`src/rtl/coreriscv_axi4_probe_egress_queue.sv`:
```
// Decoupling FIFO between the probe arbiter and the probe network output port.
// Optional flow-through bypass when empty: define CORERISCV_AXI4_PROBE_QUEUE_FLOW_EN.
module coreriscv_axi4_probe_egress_queue #(
  parameter int unsigned DEPTH  = 2,
  parameter int unsigned ADDR_W = 26,
  parameter int unsigned CNT_W  = 5
) (
  input  logic              clk,
  input  logic              reset,
  output logic              io_enq_ready,
  input  logic              io_enq_valid,
  input  logic [1:0]        io_enq_bits_header_src,
  input  logic [1:0]        io_enq_bits_header_dst,
  input  logic [ADDR_W-1:0] io_enq_bits_payload_addr_block,
  input  logic [1:0]        io_enq_bits_payload_p_type,
  input  logic [1:0]        io_enq_chosen,
  input  logic              io_deq_ready,
  output logic              io_deq_valid,
  output logic [1:0]        io_deq_bits_header_src,
  output logic [1:0]        io_deq_bits_header_dst,
  output logic [ADDR_W-1:0] io_deq_bits_payload_addr_block,
  output logic [1:0]        io_deq_bits_payload_p_type,
  output logic [1:0]        io_deq_chosen,
  output logic [CNT_W-1:0]  io_count
);

  localparam int unsigned PTR_W = (DEPTH > 1) ? $clog2(DEPTH) : 1;
  localparam int unsigned ENT_W = 8 + ADDR_W;

  logic [PTR_W-1:0] enq_ptr;
  logic [PTR_W-1:0] deq_ptr;
  logic             maybe_full;
  logic [ENT_W-1:0] storage [DEPTH];

  logic             ptr_match;
  logic             empty;
  logic             full;
  logic             flow;
  logic             do_enq;
  logic             do_deq;
  logic             wr_en;
  logic             rd_en;
  logic [ENT_W-1:0] enq_word;
  logic [ENT_W-1:0] head_word;

  assign ptr_match = (enq_ptr == deq_ptr);
  assign empty     = ptr_match & ~maybe_full;
  assign full      = ptr_match & maybe_full;

`ifdef CORERISCV_AXI4_PROBE_QUEUE_FLOW_EN
  assign flow = empty & io_enq_valid;
`else
  assign flow = 1'b0;
`endif

  assign enq_word = {io_enq_bits_header_src, io_enq_bits_header_dst,
                     io_enq_bits_payload_addr_block, io_enq_bits_payload_p_type,
                     io_enq_chosen};

  assign io_enq_ready = ~full;
  assign io_deq_valid = ~empty | flow;
  assign head_word    = flow ? enq_word : storage[deq_ptr];

  assign {io_deq_bits_header_src, io_deq_bits_header_dst,
          io_deq_bits_payload_addr_block, io_deq_bits_payload_p_type,
          io_deq_chosen} = head_word;

  assign do_enq = io_enq_valid & io_enq_ready;
  assign do_deq = io_deq_valid & io_deq_ready;

  // A bypassed entry (flow with ready network) touches neither storage nor pointers.
  assign wr_en = do_enq & ~(flow & io_deq_ready);
  assign rd_en = do_deq & ~flow;

  function automatic logic [PTR_W-1:0] ptr_next(input logic [PTR_W-1:0] p);
    return (p == PTR_W'(DEPTH - 1)) ? '0 : p + PTR_W'(1);
  endfunction

  // Pointer and full-flag state.
  always_ff @(posedge clk) begin
    if (reset) begin
      enq_ptr    <= '0;
      deq_ptr    <= '0;
      maybe_full <= 1'b0;
    end else begin
      if (wr_en) enq_ptr <= ptr_next(enq_ptr);
      if (rd_en) deq_ptr <= ptr_next(deq_ptr);
      if (wr_en != rd_en) maybe_full <= wr_en;
    end
  end

  // Payload storage, intentionally not reset.
  always_ff @(posedge clk) begin
    if (wr_en) storage[enq_ptr] <= enq_word;
  end

  // Occupancy from pointer distance; equal pointers disambiguated by maybe_full.
  always_comb begin
    io_count = '0;
    if (enq_ptr > deq_ptr)
      io_count = CNT_W'(enq_ptr) - CNT_W'(deq_ptr);
    else if (enq_ptr < deq_ptr)
      io_count = CNT_W'(DEPTH) + CNT_W'(enq_ptr) - CNT_W'(deq_ptr);
    else if (maybe_full)
      io_count = CNT_W'(DEPTH);
  end

endmodule

```
`config.mk`:
```
export PLATFORM = sky130hd
export DESIGN_NAME = coreriscv_axi4_probe_egress_queue
export DESIGN_NICKNAME = d
export VERILOG_FILES = /design/src/rtl/coreriscv_axi4_probe_egress_queue.sv
export SDC_FILE = /design/constraint.sdc
export NUM_CORES = 1
export LEC_CHECK = 0
export ABC_CLOCK_PERIOD_IN_PS = 3000
export CAP_MARGIN = 20
export CORE_UTILIZATION = 47
export CTS_CLUSTER_DIAMETER = 40
export DETAILED_ROUTE_END_ITERATION = 6
export GPL_TIMING_DRIVEN = 0
export PLACE_DENSITY = 0.86
export SYNTH_ARGS = -nofsm -noshare
export SYNTH_HDL_FRONTEND = slang
export SYNTH_SLANG_ARGS = --single-unit
```
`constraint.sdc`:
```
create_clock -name clk -period 3 [get_ports clk]
set_input_delay 0.6 -clock clk [delete_from_list [all_inputs] [get_ports clk]]
set_output_delay 0.6 -clock clk [all_outputs]
set_load 0.01 [all_outputs]
```
# After elaboration in Yosys (flattened, before gate mapping)
# Memories as Yosys holds them, arrays and structs flattened. A register that Yosys moved wholly into a read port is not among the register bits.
# Index checks and enable logic that the tools add are counted.
# Widths: inputs -> output; s select.
[word_totals]
ff_bits = 3
ramBits = 68
input_bits = 38
elab_cells = 29
n_memories = 1
[memory_table]
columns = ["memory", "depth", "word_bits", "read_ports", "rd_clocked_by_memory_dff", "wr", "line", "text"]
rows = [
  ["storage", 2, 34, 1, 1, 1, "33", "logic [ENT_W-1:0] storage [DEPTH];"],
]
[classes]
add_sub_neg = 5
n_lt_le_gt_ge = 2
n_eq_ne = 2
muxes = 9
bitwise_logic = 7
[ops]
columns = ["operator", "n"]
rows = [
  ["$mux 5", 2],
  ["$mux 1", 6],
  ["$and 1x1->1", 4],
  ["$sub 3x1->4", 1],
  ["$add 2x1->3 const A", 1],
  ["$not 1->1", 3],
  ["$add 1x1->1 const B", 2],
  ["$mux 2", 1],
  ["$sub 1x1->2", 1],
  ["$eq 1x1->1", 1],
  ["$gt 1x1->1", 1],
  ["$lt 1x1->1", 1],
  ["$ne 1x1->1", 1],
]

# Logic depth before layout (Yosys ltp)
[depth]
word_depth = 6
ltp_mapped = 5

# Least setup slack after synthesis
# OpenSTA, ideal clock, no wires.
[synth_timing]
kind = "register -> register"
start = "reg enq_ptr"
end = "mem storage[0][0] (netlist name), enable pin"
setup_time_ns = 0.394
arrival_ns = 1.840
required_ns = 2.606
path_slack_ns = 0.766
stages_incl_launch_ff = 5
path_buffers = 0
path_cell_list = "dfxtp_1 inv_1 ha_1 a21boi_2 and2_1"
[synth_via]
elab_chain_len = 6
[synth_rtl]
columns = ["element", "line", "text"]
rows = [
  ["start, declared", "30", "logic [PTR_W-1:0] enq_ptr;"],
  ["start signal, assigned", "86", "if (wr_en) enq_ptr <= ptr_next(enq_ptr);"],
  ["$eq 1x1->1", "46", "assign ptr_match = (enq_ptr == deq_ptr);"],
  ["$and 1x1->1", "48", "assign full = ptr_match & maybe_full;"],
  ["$not 1->1", "60", "assign io_enq_ready = ~full;"],
  ["$and 1x1->1", "68", "assign do_enq = io_enq_valid & io_enq_ready;"],
  ["$mux 1", "94", "if (wr_en) storage[enq_ptr] <= enq_word;"],
  ["$mux 1 (not written as such)", "94", ""],
  ["end, declared", "33", ""],
]
# Parallel ways exist; a longest one is shown, timed or not.

# Worst setup path in the final report
[layout_timing]
start = "reg enq_ptr"
end = "out io_deq_valid"
[layout_via]
elab_chain_len = 3
[layout_rtl]
columns = ["element", "line", "text"]
rows = [
  ["$eq 1x1->1", "46", ""],
  ["$and 1x1->1", "47", "assign empty = ptr_match & ~maybe_full;"],
  ["$not 1->1", "61", "assign io_deq_valid = ~empty | flow;"],
  ["end, declared", "18", "output logic io_deq_valid,"],
]
# Every way passes these cells.

==> metrics.md <==
| Metric | Value |
|---|---|
| Top area cells in the synthesized netlist | edfxtp_1 (72%), mux2_4 (16%), dfxtp_1 (2.8%), buf_6 (1.6%), mux2_1 (1.6%) |
| Routed length per placed instance | 15.7 um |
| Crit path kind | flop to primary output |
| Port Buffer Count | 78 |
| Register bit count reported by yosys | 72 |
| H-tree depth | 3 |
| Number of slew-limit violations in the final report | 0 |
| Final period demand of the worst path | 2440 ps |
| Run status | complete, no violations |
| Worst VDD drop | 0.453 mV |
| Most frequent cells after synthesis | edfxtp_1 (68), mux2_4 (30) |
| Growth of design area from synthesis to finish | 36.2% |
| Top flip-flop cell by instance count after synthesis | edfxtp_1 |
| Initial core utilization | 48.5% |
| Worst hold-check path type | flop to flop |
| Setup repair after global routing missed its margin | false |
| Final setup skew | 5.87 ps |
| Slew of the pin with the lowest slew margin | 829 ps |
| Number of nets in the layout | 266 |
| Post-route ant nets | 0 |
| Placed wire-length estimate | 3320 um |
| DR iter-0 viols | 92 |
| Routed Wire Length | 4810 um |
| Share of async-settable or async-resettable flops after synthesis | 0% |
| Headroom to the max-slew limit | 44.7% |
| Die Footprint | 6380 sq um |
| Number of cells upsized or downsized after cts | 0 |
| Global placer's final weighted congestion | 0.663 |
| Maximum clock frequency | 411 MHz |
| Core box area | 5890 sq um |
| Worst endpoint required time | 2400 ps |
| Combinational group share of total power | 27.7% |
| Share of the yosys chip area belonging to registers | 74.4% |
| Post-layout instance area | 3890 sq um |
| Vias | 1514 |
| Number of violations of the max-capacitance limit | 0 |
| Worst Setup End Kind | primary output |
| Warnings from Yosys | 0 |
| Fraction of layout instances using a drive strength above 1 | 23.4% |
| Cell type with the largest total area after synthesis | edfxtp_1 |
| CP max FO | 4 |
| Number of detailed-route iterations in the first pass | 4 |
| Net switching power | 643 uW |
| Placed insts | 290 |
| Sequential group share of total power | 48.4% |
| Antenna diodes | 0 |
| Number of core rows | 28 |
| Via density | 4.95 |
| Pleak | 0.00141 uW |
| Maximum number of pins on one net before global-route repair | 35 |
| TritonCTS sink count | 72 |
| Final Instance Count excl. Fillers | 306 |
| CTS Buf Count | 9 |
| Count of hold-fix buffers inserted at cts | 0 |
| Most common cell in the netlist | edfxtp_1 |
| Startpoint Class | flop |
| Area after detailed placement | 3730 sq um |
| Final-layout setup total negative slack | 0 ps |
| Gate Count Post-Synth | 137 |
| Syn Nets | 177 |
| Root cell of the clock tree | clkbuf_8 |
| Post-CTS Setup Bufs | 0 |
| Die H | 79.9 um |
| Share of Yosys cell area claimed by the top area cell type | 71.6% |
| Worst-path clk slew | 60 ps |
| Count of boundary I/O pins | 79 |
| Post-Syn Area per Cell | 20.8 sq um |
| Switching share of power | 24.8% |
| Count of unique library cells instantiated by Yosys | 21 |
| Worst skew pair latency | 330 ps |
| Cell area power density | 667 nW/um^2 |
| Deepest clock path buffer count | 2 |
| Die Width | 79.9 um |
| Endpoints failing hold | 0 |
| Internal power consumption | 1950 uW |
| Number of global-route vias before repair | 1589 |
| Cell Area, Synth | 2850 sq um |
| GRT Residual Overflow | 0 |
| Arrival time worst endpoint | 1840 ps |
| Number of antenna violations at the first check in global routing | 0 |
| Setup violators final | 0 |
| DRC errors left | 0 |
| TritonCTS clock tree | built |
| Share of total power in the clock network | 23.9% |
| Overall Global Routing Usage | 16.9% |
| Number of enable flip-flop cells after synthesis | 68 |
| First-pass GRT wire length | 7690 um |
| Ratio of final minimum period to clock period | 81.2% |
## registers in the layout, indices dropped and copies added, names as in the netlist, named ones only
name        count
deq_ptr         1
enq_ptr         1
maybe_full      1
storage        68
## worst max-delay path, cell delays in order (launching register included)
cell and delay (ps):
dfxtp_1 380, inv_1 80, ha_1 390, nand2b_4 110, clkdlybuf4s50_1 540
## cell type report
| class | instances | area (sq um) |
|---|---|---|
| repair buffers | 78 | 781 |
| clock buffers | 12 | 135 |
| clock inverters | 4 | 21.3 |
| flip-flops and latches | 72 | 2120 |
| fillers | 422 | 2000 |
| multi-input cells | 55 | 658 |
| plain buffers | 6 | 60.1 |
| inverters | 4 | 15.0 |
| well taps | 75 | 93.8 |
## logic make-up (layout without fill, tap and decap cells)
family                     count (synthesis)  in the layout  synth area share (%)
AOI/OAI and AO/OA                          6              6                  1.84
muxes                                     34             34                  17.4
and+or+nand+nor                           12             12                  2.59
DFF                                       72             72                  74.4
buffers and inverters                     10            104                  2.63
adders and majority gates                  2              2                 0.877
xor gates and xnor gates                   1              1                 0.307
## power by group through the flow
stage	clock network, uW	logic (uW)	registers, uW
floorplan	0	397	1270
global placement	0	715	1270
detailed placement	0	727	1280
CTS	629	731	1260
global route	666	770	1260
finish	619	719	1250
## per-stage QoR
step | setup WS (ps) | power (uW) | hold slack (ps) | utilization (%)
6_report | 564 | 2590 | 561 | 66.0
5_1_grt | 487 | 2700 | 595 | 66.0
4_1_cts | 548 | 2620 | 564 | 66.0
3_5_place_dp | 508 | 2000 | 549 | 63.4
3_3_place_gp | 15.7 | 1990 | 520 | 63.3
2_1_floorplan | 766 | 1660 | 497 | -
## placed cells by master (no fill, tap or decap), drive strengths merged
cell type	count
xnor2	1
mux2	34
a21o	1
clkdlybuf4s50	78
nor2	3
and2	4
clkinv	3
clkbuf	12
o32ai	1
nand2b	3
inv	4
buf	6
ha	2
dfxtp	4
nand3	1
o21ai	2
nand2	1
edfxtp	68
clkinvlp	1
a21boi	2
## layer usage
| layer | wire length, um | vias to the layer above | track usage [%] |
|---|---|---|---|
| met5 | 0 | - | 0 |
| met3 | 334 | 14 | 4.23 |
| met1 | 1950 | 735 | 19.8 |
| met4 | 130 | 0 | 9.82 |
| li1 | - | 701 | - |
| met2 | 2400 | 64 | 28.1 |
## worst paths after layout
check | start | endpoint | slack [ps] | cells past startpoint
hold reg to reg | deq_ptr | deq_ptr | 560 | 2
hold / removal | deq_ptr | deq_ptr | 560 | 2
setup / recovery | enq_ptr | io_deq_valid | 560 | 4
setup reg to reg | enq_ptr | storage[0][25] | 790 | 4
No activity file was read; power rests on OpenSTA's default activity.
